[config.mk]
export PLATFORM = sky130hd
export DESIGN_NAME = io_intr_ctrl
export DESIGN_NICKNAME = d
export VERILOG_FILES = /design/src/rtl/io_intr_ctrl.sv
export SDC_FILE = /design/constraint.sdc
export NUM_CORES = 1
export LEC_CHECK = 0
export ABC_AREA = 0
export CAP_MARGIN = 10
export CORE_ASPECT_RATIO = 1.25
export CORE_MARGIN = 2
export CORE_UTILIZATION = 60
export CTS_CLUSTER_DIAMETER = 80
export DETAILED_ROUTE_END_ITERATION = 8
export DONT_BUFFER_PORTS = 1
export PLACE_DENSITY = 0.76
export REMOVE_ABC_BUFFERS = 1
export SYNTH_ARGS = -nofsm -noshare
export SYNTH_HDL_FRONTEND = slang
export SYNTH_SLANG_ARGS = --single-unit
[constraint.sdc]
create_clock -name clk -period 1.71 [get_ports clk]
set_clock_uncertainty 0.1 [all_clocks]
set_input_delay 0.2565 -clock clk [delete_from_list [all_inputs] [get_ports clk]]
set_output_delay 0.2565 -clock clk [all_outputs]
set_load 0.005 [all_outputs]
[src/rtl/io_intr_ctrl.sv]
// Synchronised I/O port plus N_IRQ-line edge-triggered interrupt controller with fixed priority and a REQ/ack/done handshake.
// Optional IRQ_OVERRUN_EN adds sticky per-line overrun flags for edges that hit an already-pending line.
module io_intr_ctrl #(
  parameter  int DATA_W      = 8,
  parameter  int N_IRQ       = 4,
  parameter  int SYNC_STAGES = 2,
  localparam int ID_W        = (N_IRQ > 1) ? $clog2(N_IRQ) : 1
) (
  input  logic              clk,
  input  logic              rst,
  input  logic [DATA_W-1:0] in_port,
  output logic [DATA_W-1:0] out_port,
  input  logic [N_IRQ-1:0]  irq,
  input  logic              inter_en,
  input  logic              out_en,
  input  logic [DATA_W-1:0] data_from_cpu,
  output logic [DATA_W-1:0] data_to_cpu,
  input  logic              mask_we,
  input  logic [N_IRQ-1:0]  mask_data,
  input  logic              HLT_en,
  output logic              HLT_flag,
  output logic              intr_flag,
  output logic [ID_W-1:0]   intr_id,
  input  logic              intr_ack,
  input  logic              intr_done,
`ifdef IRQ_OVERRUN_EN
  output logic [N_IRQ-1:0]  overrun,
`endif
  output logic [N_IRQ-1:0]  pending
);

  typedef enum logic [1:0] {
    S_IDLE = 2'd0,
    S_REQ  = 2'd1,
    S_SVC  = 2'd2
  } state_t;

  logic [DATA_W-1:0] r_in_sync [SYNC_STAGES];
  logic [N_IRQ-1:0]  r_irq_sync [SYNC_STAGES];
  logic [N_IRQ-1:0]  r_irq_prev;
  logic [N_IRQ-1:0]  r_pending;
  logic [N_IRQ-1:0]  r_mask;
  logic [DATA_W-1:0] r_out_port;
  logic [ID_W-1:0]   r_intr_id;
  logic              r_hlt;
  state_t            r_state;

  state_t            w_state_nxt;
  logic [N_IRQ-1:0]  w_edge;
  logic [N_IRQ-1:0]  w_active;
  logic [N_IRQ-1:0]  w_clr;
  logic [ID_W-1:0]   w_win_id;
  logic              w_any;
  logic              w_enter_req;
  logic              w_ack;

  always_ff @(posedge clk or negedge rst) begin
    if (!rst) begin
      for (int k = 0; k < SYNC_STAGES; k++) begin
        r_in_sync[k]  <= '0;
        r_irq_sync[k] <= '0;
      end
      r_irq_prev <= '0;
    end else begin
      r_in_sync[0]  <= in_port;
      r_irq_sync[0] <= irq;
      for (int k = 1; k < SYNC_STAGES; k++) begin
        r_in_sync[k]  <= r_in_sync[k-1];
        r_irq_sync[k] <= r_irq_sync[k-1];
      end
      r_irq_prev <= r_irq_sync[SYNC_STAGES-1];
    end
  end

  assign data_to_cpu = r_in_sync[SYNC_STAGES-1];
  assign w_edge      = r_irq_sync[SYNC_STAGES-1] & ~r_irq_prev;
  assign w_active    = r_pending & r_mask;

  // Scan high to low so the lowest active index is the one left standing.
  always_comb begin
    w_win_id = '0;
    w_any    = |w_active;
    for (int k = N_IRQ - 1; k >= 0; k--) begin
      if (w_active[k]) begin
        w_win_id = ID_W'(k);
      end
    end
  end

  always_ff @(posedge clk or negedge rst) begin
    if (!rst) begin
      r_state <= S_IDLE;
    end else begin
      r_state <= w_state_nxt;
    end
  end

  // An ack landing in the same cycle as an enable/mask drop is honoured.
  always_comb begin
    w_state_nxt = r_state;
    w_enter_req = 1'b0;
    w_ack       = 1'b0;
    case (r_state)
      S_IDLE: begin
        if (inter_en && w_any) begin
          w_state_nxt = S_REQ;
          w_enter_req = 1'b1;
        end
      end
      S_REQ: begin
        if (intr_ack) begin
          w_state_nxt = S_SVC;
          w_ack       = 1'b1;
        end else if (!inter_en || !r_mask[r_intr_id]) begin
          w_state_nxt = S_IDLE;
        end
      end
      S_SVC: begin
        if (intr_done) begin
          w_state_nxt = S_IDLE;
        end
      end
      default: begin
        w_state_nxt = S_IDLE;
      end
    endcase
  end

  assign w_clr = w_ack ? (N_IRQ'(1) << r_intr_id) : '0;

  always_ff @(posedge clk or negedge rst) begin
    if (!rst) begin
      r_pending  <= '0;
      r_mask     <= '1;
      r_intr_id  <= '0;
      r_hlt      <= 1'b0;
      r_out_port <= '0;
    end else begin
      r_pending <= (r_pending & ~w_clr) | w_edge;
      if (mask_we) begin
        r_mask <= mask_data;
      end
      if (w_enter_req) begin
        r_intr_id <= w_win_id;
      end
      if (w_enter_req) begin
        r_hlt <= 1'b0;
      end else if (HLT_en) begin
        r_hlt <= 1'b1;
      end
      if (out_en) begin
        r_out_port <= data_from_cpu;
      end
    end
  end

`ifdef IRQ_OVERRUN_EN
  logic [N_IRQ-1:0] r_overrun;

  always_ff @(posedge clk or negedge rst) begin
    if (!rst) begin
      r_overrun <= '0;
    end else begin
      r_overrun <= (r_overrun & ~w_clr) | (w_edge & r_pending & ~w_clr);
    end
  end

  assign overrun = r_overrun;
`endif

  assign out_port  = r_out_port;
  assign pending   = r_pending;
  assign intr_id   = r_intr_id;
  assign intr_flag = (r_state == S_REQ);
  assign HLT_flag  = r_hlt;

endmodule

==> reports/summary.txt <==
die height -> 62.4 um
Slew @ Worst Pin -> 391 ps
Worst-Skew Late Latency -> 340 ps
Non-Filler Instances -> 180
Design Area, Final -> 0.00213 mm^2
initial core utilization -> 62.4%
row count -> 21
Boundary Pins -> 56
min-delay src -> intr_ack
Peak VDD IR -> 0.817 mV
Crit. End Element -> register
Setup CP Type -> register to register
core box area -> 0.00263 mm^2
CTS Buf Count -> 5
GRT Overall Usage -> 20.5%
total gr overflow -> 0
port bufs -> 0
Layout area overhead -> 29.7%
Reg area -> 0.00123 mm^2
clock root buffer -> clkbuf_4
Antenna Cells -> 0
vias in the first global route -> 1057
Min Clock Period, post-route -> 1580 ps
Vias/cell -> 5.03
post-synth top area share -> 68.7%
Mapped Cells -> 105
DP HPWL -> 1.66 mm
Yosys cell types -> 20
Hold Vio Cnt, Final -> 0
Pleak -> 0.943 nW
count of flip-flops with a built-in enable after synthesis -> 0
ys async rst share -> 100%
reg-to-reg critical path startpoint -> r_state[1]
Total Wirelength -> 2.85 mm
status -> finished clean
Die Footprint -> 0.00317 mm^2
Final Slew Violations -> 0
CP Launch Type -> register
TNS Setup -> 0 ps
GP Congestion -> 0.708
Pwr per Cell Area -> 1120 mW/mm^2
hold_ws -> 36.3 ps
final setup vio count -> 0
post-CTS resize count -> 0
Cell Area, Synth -> 0.00164 mm^2
Max Buffers Root-to-Sink -> 2
CP max FO -> 4
Rel. slew slack -> 73.9%
Synth area leader -> dfrtp_1
CTS tree -> yes
Placed Cells -> 130
top-count cell post-synth -> dfrtp_1
largest net degree at the start of global routing -> 50
RSZ-0062 raised after global routing -> no
top_reg_cell synth -> dfrtp_1
total power draw -> 2.38 mW
drt wl/cell -> 15.8 um
Final Net Count -> 177
#FFs+latches synth -> 49
sequential fraction of the synthesis area -> 75.1%
first-pass GRT wire length -> 4.72 mm
Post-Place Cell Area -> 0.00162 mm^2
synth cell count leaders -> dfrtp_1, mux2_2, buf_4
Initial DRC Count -> 14
fmax -> 635 MHz
Critical Path Source -> r_state[1]
Critical Path RT -> 1890 ps
Synth area leaders -> dfrtp_1, mux2_2, dfstp_2, buf_4, o21ai_0
post-route ant nets -> 0
dpl ws -> 191 ps
Final period util -> 92.1%
share of cells above drive strength 1 -> 18.5%
DRC Markers -> 0
Max Cap Viol -> 0
HP Class -> input port to register
Worst EP arrival -> 1760 ps
drt pass-1 iters -> 4
synth warn -> 0
clock transition at the registers of the reported paths -> 120 ps
multi-input logic area -> 322 um^2
initial antenna violation count -> 0
H-Tree Depth -> 2
Fillers -> 143
CTS Sinks -> 49
final setup margin -> 135 ps
Die Wd -> 50.8 um
Mapped Avg Cell Area -> 15.6 um^2
Final Util -> 80.9%
DR vias -> 905
## report_power, final
group	total (mW)	internal [mW]	switching (mW)
Combinational	0.377	0.227	0.150
Sequential	1.45	1.30	0.144
Clock	0.558	0.239	0.320
Total	2.38	1.77	0.613
## cells in the final DEF, fill, tap and decap left out, types with 2 or more instances in the layout
cell,count
a21oi_1,3
clkbuf_4,5
clkbuf_8,2
dfrtp_1,45
dfstp_2,4
dlygate4sd3_1,41
inv_1,6
mux2_2,12
nand2_1,6
nor2_1,3
o21ai_0,6
o31ai_1,2
## area by class of cell
type | count | area share (%)
Clock buffer | 7 | 3.06
Sequential cell | 49 | 57.9
Inverter | 6 | 1.06
Tap cell | 34 | 2.00
Multi-Input combinational cell | 41 | 15.1
Clock inverter | 1 | 0.235
Timing Repair Buffer | 42 | 20.6
## worst max-delay path, cell delays in order, from the launching register on
cell and delay (ps):
dfrtp_1 420, and2b_1 290, nand2_1 110, nand2_1 60, dlygate4sd3_1 530
## worst paths after layout
path	end	slack [ps]	cells after the start
worst max-delay path	r_state[1]	130	4
worst min-delay path	r_state[0]	40	2
worst max register to register	r_state[1]	130	4
worst min register to register	r_irq_sync[1]	260	0
max in group asynchronous	r_mask[2]	940	2
min in group asynchronous	intr_id[0]	310	2
## kinds of logic after synthesis
family / after synthesis / synth area share (%)
buf+inv: 15 / 5.27
mux: 14 / 10.5
simple gates: 12 / 3.28
compound gates: 15 / 5.80
flops: 49 / 75.1
## flip-flops by register name, summed over array words and instances (netlist names)
name,flops
HLT_flag,1
intr_id,2
r_irq_prev,4
r_irq_sync,8
data_to_cpu,8
r_state,2
out_port,8
r_mask,4
pending,4
r_in_sync,8
## per-layer routing
metal	vias up	routed length, um	GRT usage, %
li1	422	-	-
met1	441	1030	23.3
met2	35	1620	36.0
met3	7	157	5.26
met4	0	49	8.78
met5	-	0	0
## what timing repair did
action	in CTS	in global routing
setup buffers	0	0
hold buffers	42	0
endpoints found under the hold margin	76	0
Note: power is estimated with default switching activity, not from simulation.
